===== config.mk =====
export PLATFORM = sky130hd
export DESIGN_NAME = instr_packer_flat
export DESIGN_NICKNAME = d
export VERILOG_FILES = /design/src/rtl/cpu_pkg.sv /design/src/rtl/instr_packer_if.sv /design/src/rtl/imm_pack.sv /design/src/rtl/instr_packer.sv /design/src/flat_wrapper.sv
export SDC_FILE = /design/constraint.sdc
export NUM_CORES = 1
export LEC_CHECK = 0
export ABC_AREA = 1
export BUFFER_PORTS_ARGS = -buffer_cell sky130_fd_sc_hd__buf_2
export CORE_MARGIN = 10
export CORE_UTILIZATION = 40
export DETAILED_ROUTE_END_ITERATION = 10
export PLACE_DENSITY = 0.71
export REMOVE_ABC_BUFFERS = 1
export SYNTH_ARGS = -nofsm -noshare
export SYNTH_HDL_FRONTEND = slang
export SYNTH_SLANG_ARGS = --single-unit

===== constraint.sdc =====
create_clock -name clk -period 1.61 [get_ports clk]
set_input_delay 0.322 -clock clk [delete_from_list [all_inputs] [get_ports clk]]
set_output_delay 0.322 -clock clk [all_outputs]
set_load 0.02 [all_outputs]

===== src/rtl/cpu_pkg.sv =====
// rtl/cpu_pkg.sv - shared instruction-format codes and immediate range helper
// Used by both the immediate packer and the control unit's sign-extender.
package cpu_pkg;

   localparam int XLEN      = 32;
   localparam int FMT_WIDTH = 3;

   typedef enum logic [FMT_WIDTH-1:0] {
      Imm      = 3'd0,
      UpperImm = 3'd1,
      Store    = 3'd2,
      Branch   = 3'd3,
      Jump     = 3'd4
   } instr_format;

   // True when v[XLEN-1:lsb] are all equal, i.e. v survives truncation to lsb+1 signed bits.
   function automatic logic fits_above(input logic [XLEN-1:0] v, input int unsigned lsb);
      logic [XLEN-1:0] s;
      s = $signed(v) >>> lsb;
      return (s == '0) || (s == '1);
   endfunction

endpackage


===== src/rtl/instr_packer_if.sv =====
// rtl/instr_packer_if.sv - input/output handshake bundle of the instruction packer
interface instr_packer_if #(
   parameter int DATA_WIDTH = 32,
   parameter int IMM_WIDTH  = 3,
   parameter int ADDR_WIDTH = 8
);
   logic                  in_valid;
   logic                  in_ready;
   logic [IMM_WIDTH-1:0]  fmt;
   logic [DATA_WIDTH-1:0] imm;
   logic [DATA_WIDTH-1:0] base;
   logic                  clear;
   logic                  out_valid;
   logic                  out_ready;
   logic [DATA_WIDTH-1:0] instr;
   logic [ADDR_WIDTH-1:0] addr;
   logic                  out_err;
   logic                  err_any;

   modport master (
      output in_valid, fmt, imm, base, clear, out_ready,
      input  in_ready, out_valid, instr, addr, out_err, err_any
   );

   modport slave (
      input  in_valid, fmt, imm, base, clear, out_ready,
      output in_ready, out_valid, instr, addr, out_err, err_any
   );

endinterface


===== src/rtl/imm_pack.sv =====
// rtl/imm_pack.sv - scatters an immediate into the bit positions of its format
// Inverse of the sign-extender; bits that do not fit are dropped and flagged.
module imm_pack
   import cpu_pkg::*;
(
   input  logic [XLEN-1:0]      base,
   input  logic [XLEN-1:0]      imm,
   input  logic [FMT_WIDTH-1:0] fmt,
   output logic [XLEN-1:0]      word,
   output logic                 err
);

   always_comb begin
      word = base;
      err  = 1'b0;
      case (instr_format'(fmt))
         UpperImm: begin
            word[31:20] = imm[31:20];
            err         = |imm[19:0];
         end
         Store: begin
            word[31:25] = imm[11:5];
            word[11:7]  = imm[4:0];
            err         = !fits_above(imm, 11);
         end
         Branch: begin
            word[31]    = imm[12];
            word[30:25] = imm[10:5];
            word[11:8]  = imm[4:1];
            word[7]     = imm[11];
            err         = !fits_above(imm, 12) || imm[0];
         end
         Jump: begin
            word[31]    = imm[20];
            word[30:21] = imm[10:1];
            word[20]    = imm[11];
            word[19:12] = imm[19:12];
            err         = !fits_above(imm, 20) || imm[0];
         end
         // Codes 5-7 fall back to the plain I-type layout.
         default: begin
            word[31:20] = imm[11:0];
            err         = !fits_above(imm, 11);
         end
      endcase
   end

endmodule


===== src/rtl/instr_packer.sv =====
// rtl/instr_packer.sv - registered immediate-packing encoder with word-address tagging
// One output register stage, full-throughput handshake, sticky error flag.
module instr_packer
   import cpu_pkg::*;
#(
   parameter int DATA_WIDTH = 32,
   parameter int IMM_WIDTH  = 3,
   parameter int ADDR_WIDTH = 8
) (
   input  logic           clk,
   input  logic           rst,
   instr_packer_if.slave  bus
);

   logic                  in_fire;
   logic                  out_fire;
   logic [IMM_WIDTH-1:0]  fmt_in;
   logic [DATA_WIDTH-1:0] pk_word;
   logic                  pk_err;

   logic                  out_valid_q;
   logic [DATA_WIDTH-1:0] instr_q;
   logic                  out_err_q;
   logic [ADDR_WIDTH-1:0] addr_q;
   logic                  err_any_q;

   assign fmt_in   = bus.fmt;
   assign in_fire  = bus.in_valid && bus.in_ready;
   assign out_fire = out_valid_q && bus.out_ready;

   imm_pack u_imm_pack (
      .base (bus.base),
      .imm  (bus.imm),
      .fmt  (fmt_in),
      .word (pk_word),
      .err  (pk_err)
   );

   always_ff @(posedge clk or posedge rst) begin
      if (rst) begin
         out_valid_q <= 1'b0;
         instr_q     <= '0;
         out_err_q   <= 1'b0;
      end else if (in_fire) begin
         out_valid_q <= 1'b1;
         instr_q     <= pk_word;
         out_err_q   <= pk_err;
      end else if (out_fire) begin
         out_valid_q <= 1'b0;
      end
   end

   // clear beats the handshake increment on addr, but a new error beats clear on err_any.
   always_ff @(posedge clk or posedge rst) begin
      if (rst) begin
         addr_q    <= '0;
         err_any_q <= 1'b0;
      end else begin
         if (bus.clear) begin
            addr_q <= '0;
         end else if (out_fire) begin
            addr_q <= addr_q + ADDR_WIDTH'(1);
         end
         if (in_fire && pk_err) begin
            err_any_q <= 1'b1;
         end else if (bus.clear) begin
            err_any_q <= 1'b0;
         end
      end
   end

   assign bus.in_ready  = !out_valid_q || bus.out_ready;
   assign bus.out_valid = out_valid_q;
   assign bus.instr     = instr_q;
   assign bus.out_err   = out_err_q;
   assign bus.addr      = addr_q;
   assign bus.err_any   = err_any_q;

endmodule


===== src/flat_wrapper.sv =====
// flat-port wrapper written by rule: the top's interface ports become plain ports
module instr_packer_flat import cpu_pkg::*;
#(
   parameter int DATA_WIDTH = 32,
   parameter int IMM_WIDTH  = 3,
   parameter int ADDR_WIDTH = 8
)
  (clk, rst, bus_in_valid, bus_fmt, bus_imm, bus_base, bus_clear, bus_out_ready, bus_in_ready, bus_out_valid, bus_instr, bus_addr, bus_out_err, bus_err_any);
  instr_packer_if #(.DATA_WIDTH(DATA_WIDTH), .IMM_WIDTH(IMM_WIDTH), .ADDR_WIDTH(ADDR_WIDTH)) bus_i ();
  input  logic clk;
  input  logic rst;
  input wire logic [$bits(bus_i.in_valid)-1:0] bus_in_valid;
  input wire logic [$bits(bus_i.fmt)-1:0] bus_fmt;
  input wire logic [$bits(bus_i.imm)-1:0] bus_imm;
  input wire logic [$bits(bus_i.base)-1:0] bus_base;
  input wire logic [$bits(bus_i.clear)-1:0] bus_clear;
  input wire logic [$bits(bus_i.out_ready)-1:0] bus_out_ready;
  output wire logic [$bits(bus_i.in_ready)-1:0] bus_in_ready;
  output wire logic [$bits(bus_i.out_valid)-1:0] bus_out_valid;
  output wire logic [$bits(bus_i.instr)-1:0] bus_instr;
  output wire logic [$bits(bus_i.addr)-1:0] bus_addr;
  output wire logic [$bits(bus_i.out_err)-1:0] bus_out_err;
  output wire logic [$bits(bus_i.err_any)-1:0] bus_err_any;
  assign bus_i.in_valid = bus_in_valid;
  assign bus_i.fmt = bus_fmt;
  assign bus_i.imm = bus_imm;
  assign bus_i.base = bus_base;
  assign bus_i.clear = bus_clear;
  assign bus_i.out_ready = bus_out_ready;
  assign bus_in_ready = bus_i.in_ready;
  assign bus_out_valid = bus_i.out_valid;
  assign bus_instr = bus_i.instr;
  assign bus_addr = bus_i.addr;
  assign bus_out_err = bus_i.out_err;
  assign bus_err_any = bus_i.err_any;
  instr_packer #(.DATA_WIDTH(DATA_WIDTH), .IMM_WIDTH(IMM_WIDTH), .ADDR_WIDTH(ADDR_WIDTH)) u_core (.clk(clk), .rst(rst), .bus(bus_i));
endmodule

==> metrics <==
Clock Sinks between 40 and 50; Pre-antenna DRT Iters 4; clock tree from TritonCTS done; Post-Syn Area per Cell just over 7 sq um; Yosys top cell area share between 40% and 50%; Leakage 1.658 nW; clk_skew 0.008124 ns; final period demand of the worst path roughly 1.3 ns; first-pass GRT wire length around 12 mm; sequential fraction of the synthesis area 45.29%; area of the core between 5000 and 6000 sq um; # IOs 116; grt ovf 0; initial antenna violation count 0; critical path class flip-flop to output port; largest net degree at the start of global routing 44; DR DRC count 0; Final setup viols 0; routed vias about 2500; routed len/inst about 14 um; area delta synth->final 30.96%; CTS clk-pin slew, worst paths 0.08 ns; # fillers 599; outcome finished clean; Inserted Clock Buffers 5; Post-CTS Resized 0; post-route clock period utilization between 80% and 90%; Initial Util between 40% and 50%; critical path arrival just under 1 ns; hold-fix buffers at CTS 0; IR drop worst, VDD approximately 430 uV; IO buf count ~110; reg-to-reg critical path startpoint u_core.bus.out_valid$_DFFE_PP0P_; CP endpoint kind output port; max cap viols 0; largest cells by area after synthesis dfrtp_1 (45%), nand2_1 (16%), nor2_1 (10%); Max Clock Freq approximately 0.77 GHz; R2R setup slack between 0.3 and 0.4 ns; post-synthesis instance total ~330; CP required roughly 1.3 ns; die height 97.07 um; routed vias/inst 4.846; max-slew violations 0; FFs w/ async S/R, synth 100.0%; Slew @ Worst Pin between 0.3 and 0.4 ns; Worst slew margin 78.19%; worst hold slack 0.04801 ns; HPWL after DPL roughly 5.8 mm; Net Sw Frac 32.84%; unrepaired setup endpoints after global routing no; Die Area roughly 9400 sq um; clk buf depth 2; RePlAce Congestion between 0.8 and 0.9; CTS root buf clkbuf_8; CP Max Fanout 3; Pwr Density 932.2 nW/um^2; Yosys top cell by area dfrtp_1; initial DRC count 105; # diodes 0; Distinct cells, synth 27; R2R depth 6; Post-Syn Area 2376 sq um; setup TNS 0 ns; number of flops mapped to enable cells by yosys 0; ys flop type dfrtp_1; Comb power frac a little over a quarter; Total GRT Usage 15.36%; Hold Vio Cnt, Final 0; die width 97.07 um; Pwr Total around 2.9 mW; ANT nets after route 0; YS warnings 0; clk_lat worst skew 0.29 ns; most numerous cell in the Yosys netlist nand2_1; share of cells above drive strength 1 30.94%; sequential share of power 44.5%; worst hold path type input pin to async pin; Internal just under 2 mW; WL final roughly 7.3 mm; # rows 28; synth cell count leaders nand2_1 (99), nor2_1 (66), dfrtp_1 (43); CP Launch Type flip-flop; Post-CTS Setup Inserts 0; Clk pwr share approximately 28%; #FFs+latches synth 43; worst r2r dst u_core.bus.instr[7]$_DFFE_PP0P_; H-tree lvl count 2; vias in the first global route around 2700; post-layout net count around 520; switching pwr approximately 0.95 mW
-- area by class of cell --
cell class / instances / area [sq um] / area share [%]
Clock inverter: 1 / 30.03 / 0.9650
Sequential cell: 43 / 1076 / 34.58
Timing Repair Buffer: 114 / 598.1 / 19.22
Tap cell: 75 / 93.84 / 3.016
Multi-Input combinational cell: 248 / 1111 / 35.71
Inverter: 34 / 130.1 / 4.182
Clock buffer: 6 / 72.57 / 2.332
-- kinds of logic after synthesis --
group / after synthesis / synth area share (%)
simple gates: 184 / 31.28
compound gates: 62 / 14.59
flops: 43 / 45.29
buf+inv: 42 / 7.952
xor+xnor: 1 / 0.3687
fa+ha+maj: 1 / 0.5265
-- sequential cells by signal, indices dropped and copies added (netlist names) --
signal	flops
u_core.bus.instr	32
u_core.bus.addr	8
u_core.bus.err_any	1
u_core.bus.out_err	1
u_core.bus.out_valid	1
-- power groups by stage --
| stage | Clock, mW | Sequential (mW) | Combinational [mW] |
|---|---|---|---|
| floorplan | 0 | 1.48 | 0.272 |
| global placement | 0 | 1.31 | 0.792 |
| detailed placement | 0 | 1.31 | 0.806 |
| CTS | 0.862 | 1.29 | 0.807 |
| global route | 0.893 | 1.31 | 0.881 |
| finish | 0.821 | 1.29 | 0.790 |
-- critical path, stage by stage, from the launching register on --
cell	delay (ns)
dfrtp_1	0.39
nand2_1	0.11
buf_2	0.18
-- worst max-delay path by stage --
| stage | start | endpoint | slack (ns) | depth (start not counted) |
|---|---|---|---|---|
| floorplan | u_core.bus.out_valid$_DFFE_PP0P_ | u_core.bus.instr[21]$_DFFE_PP0P_ | -0.55 | 6 |
| global placement | bus_fmt[0] | u_core.bus.err_any$_DFFE_PP0P_ | 0.14 | 12 |
| detailed placement | bus_fmt[0] | u_core.bus.out_err$_DFFE_PP0P_ | 0.11 | 12 |
| CTS | u_core.bus.out_valid$_DFFE_PP0P_ | bus_in_ready | 0.29 | 2 |
| global route | u_core.bus.out_valid$_DFFE_PP0P_ | u_core.bus.instr[21]$_DFFE_PP0P_ | 0.18 | 6 |
| finish | u_core.bus.out_valid$_DFFE_PP0P_ | bus_in_ready | 0.32 | 2 |
-- metal layers --
metal | GRT usage, % | vias to the layer above | wire (um)
met4 | 2.951 | 0 | 48
li1 | - | 1278 | -
met2 | 25.26 | 87 | 3396
met5 | 0 | - | 0
met1 | 18.95 | 1154 | 3302
met3 | 5.405 | 6 | 567
-- layout by cell type (no fill, tap or decap), drive strengths merged, types with 4 or more instances in the layout --
cell type    n
nor2        69
a21oi       32
clkbuf       6
nand3        9
nand2      103
buf        114
o21ai       23
a221oi       4
dfrtp       43
inv         34
-- through the flow --
step / util [%] / std cells / area [sq um] / setup WS, ns
after floorplan: - / 325 / 2317 / -0.5511
after global placement: 51.43 / 514 / 3009 / 0.1422
after detailed placement: 51.43 / 514 / 3009 / 0.1081
after CTS: 53.19 / 521 / 3112 / 0.2944
after global routing: 53.19 / 521 / 3112 / 0.1796
final: 53.19 / 521 / 3112 / 0.3156
No activity file was read; power rests on OpenSTA's default activity.
